## src/rtl/rv_ctl.sv

```systemverilog
// Multicycle control FSM for the simple RISC-V core; Moore outputs except the BRANCH pcwrite.
// Optional RV_CTL_ILLEGAL_EN: unsupported instructions halt the core and raise illegal.
module rv_ctl #(
  parameter int DPWIDTH = 32
) (
  input  logic               clk,
  input  logic               rst,
  input  logic [DPWIDTH-1:0] instr,
  input  logic               zero,
  output logic               pcsourse,
  output logic               pcwrite,
  output logic               pccen,
  output logic               irwrite,
  output logic               addrwrite,
  output logic [1:0]         wbsel,
  output logic               regwen,
  output logic [1:0]         immsel,
  output logic [1:0]         asel,
  output logic               bsel,
  output logic [3:0]         alusel,
  output logic               sw_sel,
  output logic               mdrwrite,
`ifdef RV_CTL_ILLEGAL_EN
  output logic               dmem_wen,
  output logic               illegal
`else
  output logic               dmem_wen
`endif
);

  typedef enum logic [3:0] {
    S_FETCH, S_DECODE, S_EXEC_R, S_EXEC_I, S_ALUWB, S_MEMADDR, S_ADDRLATCH,
    S_MEMRD, S_MEMWB, S_MEMWR, S_BRANCH, S_JAL, S_HALT
  } state_t;

  localparam logic [6:0] OP_R     = 7'b0110011;
  localparam logic [6:0] OP_I     = 7'b0010011;
  localparam logic [6:0] OP_LOAD  = 7'b0000011;
  localparam logic [6:0] OP_STORE = 7'b0100011;
  localparam logic [6:0] OP_BR    = 7'b1100011;
  localparam logic [6:0] OP_JAL   = 7'b1101111;

  state_t state_q, state_d;

  logic [6:0] opcode;
  logic [2:0] funct3;
  logic       funct7_5;
  logic       unused_instr_bits;

  assign opcode   = instr[6:0];
  assign funct3   = instr[14:12];
  assign funct7_5 = instr[30];
  assign unused_instr_bits = ^{instr[DPWIDTH-1:31], instr[29:15], instr[11:7]};

  // alt selects SUB/SRA; immediate forms pass alt=0 so ADDI never becomes SUB.
  function automatic logic [3:0] alu_op(input logic [2:0] f3, input logic alt);
    case (f3)
      3'b000:  alu_op = alt ? 4'd1 : 4'd0;
      3'b001:  alu_op = 4'd2;
      3'b010:  alu_op = 4'd3;
      3'b011:  alu_op = 4'd4;
      3'b100:  alu_op = 4'd5;
      3'b101:  alu_op = alt ? 4'd7 : 4'd6;
      3'b110:  alu_op = 4'd8;
      default: alu_op = 4'd9;
    endcase
  endfunction

  always_ff @(posedge clk or posedge rst) begin
    if (rst) state_q <= S_FETCH;
    else     state_q <= state_d;
  end

  always_comb begin
    state_d   = state_q;
    pcsourse  = 1'b0;
    pcwrite   = 1'b0;
    pccen     = 1'b0;
    irwrite   = 1'b0;
    addrwrite = 1'b0;
    wbsel     = 2'd0;
    regwen    = 1'b0;
    immsel    = 2'd0;
    asel      = 2'd0;
    bsel      = 1'b0;
    alusel    = 4'd0;
    sw_sel    = 1'b0;
    mdrwrite  = 1'b0;
    dmem_wen  = 1'b0;
`ifdef RV_CTL_ILLEGAL_EN
    illegal   = 1'b0;
`endif
    case (state_q)
      S_FETCH: begin
        irwrite = 1'b1;
        pccen   = 1'b1;
        pcwrite = 1'b1;
        state_d = S_DECODE;
      end
      S_DECODE: begin
        asel   = 2'd2;
        bsel   = 1'b1;
        immsel = (opcode == OP_JAL) ? 2'd0 : 2'd1;
`ifdef RV_CTL_ILLEGAL_EN
        state_d = S_HALT;
`else
        state_d = S_FETCH;
`endif
        case (opcode)
          OP_R:     state_d = S_EXEC_R;
          OP_I:     if (!(funct3 == 3'b101 && funct7_5)) state_d = S_EXEC_I;
          OP_LOAD,
          OP_STORE: if (funct3 == 3'b010) state_d = S_MEMADDR;
          OP_BR:    if (funct3 == 3'b000 || funct3 == 3'b001) state_d = S_BRANCH;
          OP_JAL:   state_d = S_JAL;
          default:  ;
        endcase
      end
      S_EXEC_R: begin
        alusel  = alu_op(funct3, funct7_5);
        state_d = S_ALUWB;
      end
      S_EXEC_I: begin
        bsel    = 1'b1;
        immsel  = 2'd3;
        alusel  = alu_op(funct3, 1'b0);
        state_d = S_ALUWB;
      end
      S_ALUWB: begin
        wbsel   = 2'd1;
        regwen  = 1'b1;
        state_d = S_FETCH;
      end
      S_MEMADDR: begin
        bsel    = 1'b1;
        immsel  = (opcode == OP_STORE) ? 2'd2 : 2'd3;
        state_d = S_ADDRLATCH;
      end
      S_ADDRLATCH: begin
        addrwrite = 1'b1;
        state_d   = (opcode == OP_STORE) ? S_MEMWR : S_MEMRD;
      end
      S_MEMRD: begin
        mdrwrite = 1'b1;
        state_d  = S_MEMWB;
      end
      S_MEMWB: begin
        regwen  = 1'b1;
        state_d = S_FETCH;
      end
      S_MEMWR: begin
        dmem_wen = 1'b1;
        sw_sel   = 1'b1;
        state_d  = S_FETCH;
      end
      // aluout still carries the DECODE-computed target while the ALU compares rs1/rs2.
      S_BRANCH: begin
        alusel   = 4'd1;
        pcsourse = 1'b1;
        pcwrite  = (funct3 == 3'b000 && zero) || (funct3 == 3'b001 && !zero);
        state_d  = S_FETCH;
      end
      S_JAL: begin
        wbsel    = 2'd2;
        regwen   = 1'b1;
        pcwrite  = 1'b1;
        pcsourse = 1'b1;
        state_d  = S_FETCH;
      end
`ifdef RV_CTL_ILLEGAL_EN
      S_HALT: begin
        illegal = 1'b1;
        state_d = S_HALT;
      end
`endif
      default: state_d = S_FETCH;
    endcase
  end

endmodule

```

## config.mk

```make
export PLATFORM = sky130hd
export DESIGN_NAME = rv_ctl
export DESIGN_NICKNAME = d
export VERILOG_FILES = /design/src/rtl/rv_ctl.sv
export SDC_FILE = /design/constraint.sdc
export NUM_CORES = 1
export LEC_CHECK = 0
export ABC_AREA = 1
export BUFFER_PORTS_ARGS = -buffer_cell sky130_fd_sc_hd__buf_4
export CORE_MARGIN = 5
export CORE_UTILIZATION = 30
export CTS_CLUSTER_DIAMETER = 100
export DETAILED_ROUTE_END_ITERATION = 16
export GPL_ROUTABILITY_DRIVEN = 1
export PLACE_DENSITY = 0.67
export SYNTH_ARGS = -nofsm -noshare
export SYNTH_HDL_FRONTEND = slang
export SYNTH_SLANG_ARGS = --single-unit
```

## constraint.sdc

```tcl
create_clock -name clk -period 1 [get_ports clk]
set_input_delay 0.05 -clock clk [delete_from_list [all_inputs] [get_ports clk]]
set_output_delay 0.05 -clock clk [all_outputs]
set_load 0.005 [all_outputs]
```

==> metrics.md, run 1 <==
| Metric | Value |
|---|---|
| Status | complete, but fails checks |
| Violated checks | negative setup slack |
| Drt first pass iters | 4 |
| Fin crit share | 142% |
| Syn avg cell area | ~5.3 um^2 |
| Most flop-heavy register | state_q |
| Die area | around 0.0029 mm^2 |
| Final TNS setup | -7.43 ns |
| Synthesis warning total | 0 |
| Clk sinks | 4 |
| Leading area contributor after synthesis | nand2_1 |
| # nets final | 202 |
| Final Skew | 0.00196 ns |
| Max-cap violations | 0 |
| RSZ-0062 raised after global routing | true |
| Regs by FF count | state_q: 4 flops |
| Hold Vio Cnt, Final | 0 |
| HPWL after DPL | 1510 um |
| Synth cell types | 21 |
| Vias in the first global route | approximately 900 |
| Placement Rows | 15 |
| Async SR Flop Fraction | 100% |
| Power per cell area | 2250 mW/mm^2 |
| Simple logic cell fraction of the synthesized area | 58.0% |
| Leakage power | between 0.6 and 0.7 nW |
| Wire per inst | 12.1 um |
| Total Routed Length | 2300 um |
| Setup WS post-layout | -0.418 ns |
| Seq/Total Area, Yosys | 17.6% |
| Worst skew pair latency | approximately 0.25 ns |
| Net Count, Synth | 143 |
| CP Cell Sequence | buf_4, nand2_2, nor2_4, nor2_1, a31oi_2, buf_4 |
| Crit Path Max Fanout | 4 |
| Synth Area in Adders | 0% |
| Grt ovf | 0 |
| Synth top area cells | nand2_1 21%, dfrtp_1 18%, nor2_1 15%, nand3_1 8.8%, inv_1 8.6% |
| Register bit total from synthesis | 4 |
| Final Util | 67.9% |
| Port Buffers | 32 |
| Worst-path clk slew | 0.04 ns |
| XOR/XNOR Fraction of Synth Area | 0% |
| Max reg flops | 4 |
| H-tree Lvls | 1 |
| Synthesized instance count | 108 |
| GP Congestion | 0.859 |
| Initial Utilization | approximately a third |
| Peak supply drop | 1.52 mV |
| Initial antenna violation count | 0 |
| CP Data Arrival Time | 1.37 ns |
| # IOs | 55 |
| Slowest CP cell | dfrtp_1 |
| Number of flops mapped to enable cells by yosys | 0 |
| Crit Path Class | reg -> out |
| Die H | 53.6 um |
| Final min period | between 1 and 1.5 ns |
| Ys flop type | dfrtp_1 |
| FMAX | 705 MHz |
| Core area | between 0.0015 and 0.002 mm^2 |
| CTS root buffer | clkbuf_4 |
| Vias | between 800 and 900 |
| CP Launch Type | flop |
| Iteration-0 DRC Markers | 18 |
| Antenna violation net count after detailed routing | 0 |
| Placed Area | 913 um^2 |
| Compound-gate portion of the synthesized area | under 10% |
| Clock Path Buffers | 2 |
| Worst EP required | 0.95 ns |
| Routed vias/inst | 4.46 |
| Post-synthesis mux area share | 0% |
| Hold WC Path Type | in -> reg |
| Crit. End Element | output pin |
| Non-Filler Cell Area, Final | 0.00120 mm^2 |
| Gr usage total | around 17% |
| Antenna cells | 0 |
| Top cells by count, synth | 32 x nand2_1, 23 x nor2_1, 13 x inv_1 |
| Die Wd | 53.6 um |
| Pin count of the biggest net entering global routing | 9 |
| Post-synthesis cell area | between 500 and 600 um^2 |
| Most common cell on crit path | buf_4 |
| CTS tree | built |
| Drt drc | 0 |
| Num CTS Buffers | 3 |
| Area delta synth->final | 111% |
| Crit path largest cell delay | roughly 0.40 ns |
| Slew Viols, Final | 0 |
| Endpoints failing setup | 23 |
| Ratio of cells with drive above 1 in the final layout | between 50% and 60% |
| Top-area cell type share of the netlist area | 21.1% |
| Most numerous cell in the Yosys netlist | nand2_1 |
| First-pass GRT wire length | approximately 3600 um |
| Largest family of logic cells by synthesized area | simple AND/OR/NAND/NOR gates |
-- per-layer routing --
metal  track usage (%)  part of all wire, %
met1              19.1                   39
met2              30.0                   55
met3              3.05                  4.6
met4              9.36                  1.3
met5                 0                    0
-- power breakdown --
part           leakage [nW]  switching (mW)  internal [mW]  total [mW]
registers            0.0506          0.0699          0.219       0.289
logic                 0.576           0.986           1.20        2.18
clock network        0.0138          0.0834          0.135       0.219
-- final timing paths --
kind                            startpoint    endpoint  slack, ns  depth (start not counted)
worst max-delay path            state_q[3]   alusel[0]      -0.42                          6
worst min-delay path              instr[5]  state_q[1]       0.24                          4
worst max register to register  state_q[3]  state_q[2]      -0.30                          7
worst min register to register  state_q[2]  state_q[1]       0.84                          5
max in group asynchronous              rst  state_q[1]       0.57                          3
min in group asynchronous              rst  state_q[3]       0.25                          3
-- cells by family (layout without fill, tap and decap cells) --
family / Yosys count / count (layout)
buffers and inverters: 20 / 77
AO/OA/AOI/OAI: 8 / 8
flip-flops: 4 / 4
other: 1 / 1
AND/OR/NAND/NOR: 75 / 75
-- critical path, delay by kind of cell (launching register included) --
kind | cells | cell delay [ns]
AND/OR/NAND/NOR | 3 | 0.32
AO/OA/AOI/OAI | 1 | 0.11
buffers and inverters | 2 | 0.29
flip-flops | 1 | 0.40
-- repair_timing --
action	CTS	global route
endpoints found under the hold margin	4	0
hold buffers	1	0
endpoints found under the setup margin	23	23
buffers inserted	11	1
resized for setup	33	15
pin swaps	13	7
-- stage by stage --
stage,cells,hold slack [ns],power (mW),setup WS [ns]
after global routing,190,0.268,2.86,-0.473
after CTS,189,0.221,2.49,-0.382
after detailed placement,174,-0.0549,1.69,-0.188
after global placement,174,-0.0605,1.69,-0.183
after floorplan,108,-0.184,0.905,0.00317
final,190,0.240,2.69,-0.418
-- cell usage in the layout (no fill, tap or decap) --
cell type	count
buf_4	47
nand2_1	27
nor2_1	15
buf_6	10
nor2_4	9
inv_1	8
inv_2	7
nand3_1	7
nand2_4	4
nand2_2	3
nor2_2	3
nand3_2	3
clkbuf_4	3
nor3_1	2
a21oi_2	2
o211ai_1	2
dfrtp_2	2
dfrtp_1	2
inv_4	1
nor3_2	1
nand4_1	1
a21oi_1	1
a31oi_2	1
o22ai_2	1
o21ai_0	1
conb_1	1
dlygate4sd3_1	1
-- layout make-up --
type | count | area (um^2)
fillers | 164 | 566
repair buffers | 58 | 475
inverters | 16 | 62.6
clock buffers | 3 | 22.5
flip-flops and latches | 4 | 103
well taps | 25 | 31.3
multi-input cells | 84 | 504
Power figures use the tool's default switching activity.
==> inputs of run 2 (changes only) <==
Settings changed: CORE_MARGIN 5 to 3, CTS_BUF_LIST set to sky130_fd_sc_hd__clkbuf_8 sky130_fd_sc_hd__clkbuf_16.
==> run 2 against run 1 <==
Against the previous run:
- via count is 12% higher
- critical path depth stayed put
- non-clock buffer count is 1 higher
- the run still ends with negative setup slack left
==> metrics.md, run 2 (synthesized netlist as in run 1, its figures left out) <==
| Metric | Value |
|---|---|
| Leakage power | 0.668 nW (was 0.641 nW) |
| Final min period | 1.42 ns (about the same) |
| Drt drc | 0 (unchanged) |
| Hold Vio Cnt, Final | 0 (unchanged) |
| Setup WS post-layout | -0.419 ns (was -0.418 ns) |
| Vias in the first global route | 839 (was 898) |
| CTS tree | built (unchanged) |
| Drt first pass iters | 4 (unchanged) |
| Peak supply drop | 1.99 mV (was 1.52 mV) |
| Worst-path clk slew | 0.03 ns (was 0.04 ns) |
| Most common cell after layout, fill and taps aside | buf_4 (unchanged) |
| CP Launch Type | flop (unchanged) |
| Clk pwr share | 11.5% (was 8.1%) |
| Port Buffers | 32 (unchanged) |
| Pin count of the biggest net entering global routing | 9 (unchanged) |
| Reg2Reg Setup Slack | -0.30 ns (about the same) |
| Iteration-0 DRC Markers | 19 (was 18) |
| Hold WC Path Type | in -> async (was in -> reg) |
| Worst skew pair latency | 0.22 ns (was 0.25 ns) |
| Final Util | 72.9% (was 67.9%) |
| First-pass GRT wire length | 3620 um (was 3630 um) |
| Antenna violation net count after detailed routing | 0 (unchanged) |
| Final TNS setup | -7.29 ns (was -7.43 ns) |
| Vias | 948 (was 848) |
| R2R Path End | state_q[2] (unchanged) |
| # nets final | 203 (was 202) |
| CTS root buffer | clkbuf_8 (was clkbuf_4) |
| Wire per inst | 14.2 um (was 12.1 um) |
| FMAX | 705 MHz (about the same) |
| H-tree Lvls | 1 (unchanged) |
| Final Skew | 0.00182 ns (was 0.00196 ns) |
| Placement Setup Slack | -0.168 ns (was -0.188 ns) |
| Antenna cells | 0 (unchanged) |
| Initial antenna violation count | 0 (unchanged) |
| Grt ovf | 0 (unchanged) |
| Regs by FF count | state_q: 4 flops (unchanged) |
| CP Data Arrival Time | 1.37 ns (about the same) |
| Crit. End Element | output pin (unchanged) |
| Endpoints failing setup | 23 (unchanged) |
| Cell internal pwr | 1.78 mW (was 1.55 mW) |
| RSZ-0062 raised after global routing | true (unchanged) |
| Power per cell area | 2410 mW/mm^2 (was 2250 mW/mm^2) |
| Most frequent cells in the layout | 42 x buf_4, 25 x nand2_1, 16 x buf_6, 10 x nor2_4, 9 x nor2_2 (was 47 x buf_4, 27 x nand2_1, 15 x nor2_1, 10 x buf_6, 9 x nor2_4) |
| Fin crit share | 142% (about the same) |
| Comb pwr share | 78.7% (was 81.1%) |
| Max reg flops | 4 (unchanged) |
| Clock Path Buffers | 2 (unchanged) |
| Total Routed Length | 2720 um (was 2300 um) |
| Num CTS Buffers | 3 (unchanged) |
| Die area | 0.00246 mm^2 (was 0.00287 mm^2) |
| Initial Utilization | 32.3% (unchanged) |
| Crit Path Max Fanout | 5 (was 4) |
| Most flop-heavy register | state_q (unchanged) |
| Die H | 49.6 um (was 53.6 um) |
| Reg-to-Reg Start | state_q[2] (was state_q[3]) |
| HPWL after DPL | 1450 um (was 1510 um) |
| Max-cap violations | 0 (unchanged) |
| # IOs | 55 (unchanged) |
| Crit Path Class | reg -> out (unchanged) |
| Reg2Reg Depth | 7 (unchanged) |
| Clk sinks | 4 (unchanged) |
| Placement Rows | 15 (unchanged) |
| Slew Viols, Final | 0 (unchanged) |
| Core area | 0.00176 mm^2 (unchanged) |
| Violated checks | negative setup slack (unchanged) |
| Sequential Power Share | 9.8% (was 10.7%) |
| Area delta synth->final | 126% (was 111%) |
| Status | complete, but fails checks (unchanged) |
| Switching Share | 42.8% (was 42.3%) |
| Die Wd | 49.6 um (was 53.6 um) |
| Sw Pwr | 1.33 mW (was 1.14 mW) |
| Worst EP required | 0.95 ns (about the same) |
| Routed vias/inst | 4.96 (was 4.46) |
| GP Congestion | 0.867 (was 0.859) |
| Gr usage total | 18.9% (was 17.0%) |
| Ratio of cells with drive above 1 in the final layout | 65.1% (was 58.8%) |
## run 2: cell types whose count changed in the layout (fill, tap and decap cells not counted), sizes merged
cell,delta
buf,+1
## run 2: final cells by class
cell class | count | area [um^2]
flip-flops and latches | 4 | 103
clock buffers | 3 | 41.3
inverters | 16 | 62.6
fillers | 142 | 478
multi-input cells | 84 | 543
well taps | 25 | 31.3
repair buffers | 59 | 505
## run 2: worst max path at each step
stage | startpoint | end | slack, ns | cells after the start
6_report | state_q[0] | alusel[0] | -0.42 | 6
5_1_grt | state_q[0] | alusel[0] | -0.50 | 6
4_1_cts | state_q[1] | immsel[0] | -0.35 | 6
3_5_place_dp | state_q[0] | state_q[2] | -0.17 | 6
3_3_place_gp | state_q[0] | alusel[0] | -0.16 | 6
2_1_floorplan | state_q[1] | immsel[0] | 0.003 | 5
## run 2: repair_timing
item	CTS	global route
endpoints found under the setup margin	23	23
gates resized for setup	41	26
pin swaps	12	11
hold buffers	1	0
endpoints found under the hold margin	4	0
setup buffers	10	8
## run 2: critical path: stages, from the launching register on
cell and delay (ns):
dfrtp_2 0.45, inv_2 0.09, nand2_2 0.10, nor2_4 0.14, nor2_1 0.06, a31oi_1 0.17, buf_4 0.13
## run 2: power groups by stage
stage | registers (mW) | logic [mW] | clock network, mW
final | 0.304 | 2.44 | 0.358
after global routing | 0.307 | 2.59 | 0.379
after CTS | 0.294 | 1.91 | 0.347
after detailed placement | 0.281 | 1.36 | 0
after global placement | 0.275 | 1.34 | 0
after floorplan | 0.265 | 0.640 | 0
## run 2: per-layer routing
| metal | vias up | share of wire [%] | GRT usage, % |
|---|---|---|---|
| li1 | 453 | - | - |
| met1 | 442 | 36 | 20.7 |
| met2 | 48 | 56 | 35.9 |
| met3 | 5 | 5.8 | 2.72 |
| met4 | 0 | 2.3 | 6.91 |
| met5 | - | 0 | 0 |
## run 2: stage by stage
| stage | hold slack [ns] | instances | instance area [um^2] | total power, mW |
|---|---|---|---|---|
| 6_report | 0.266 | 191 | 1290 | 3.10 |
| 5_1_grt | 0.281 | 191 | 1290 | 3.28 |
| 4_1_cts | 0.258 | 184 | 1150 | 2.55 |
| 3_5_place_dp | -0.0488 | 172 | 898 | 1.64 |
| 3_3_place_gp | -0.0507 | 172 | 898 | 1.62 |
| 2_1_floorplan | -0.184 | 108 | 572 | 0.905 |
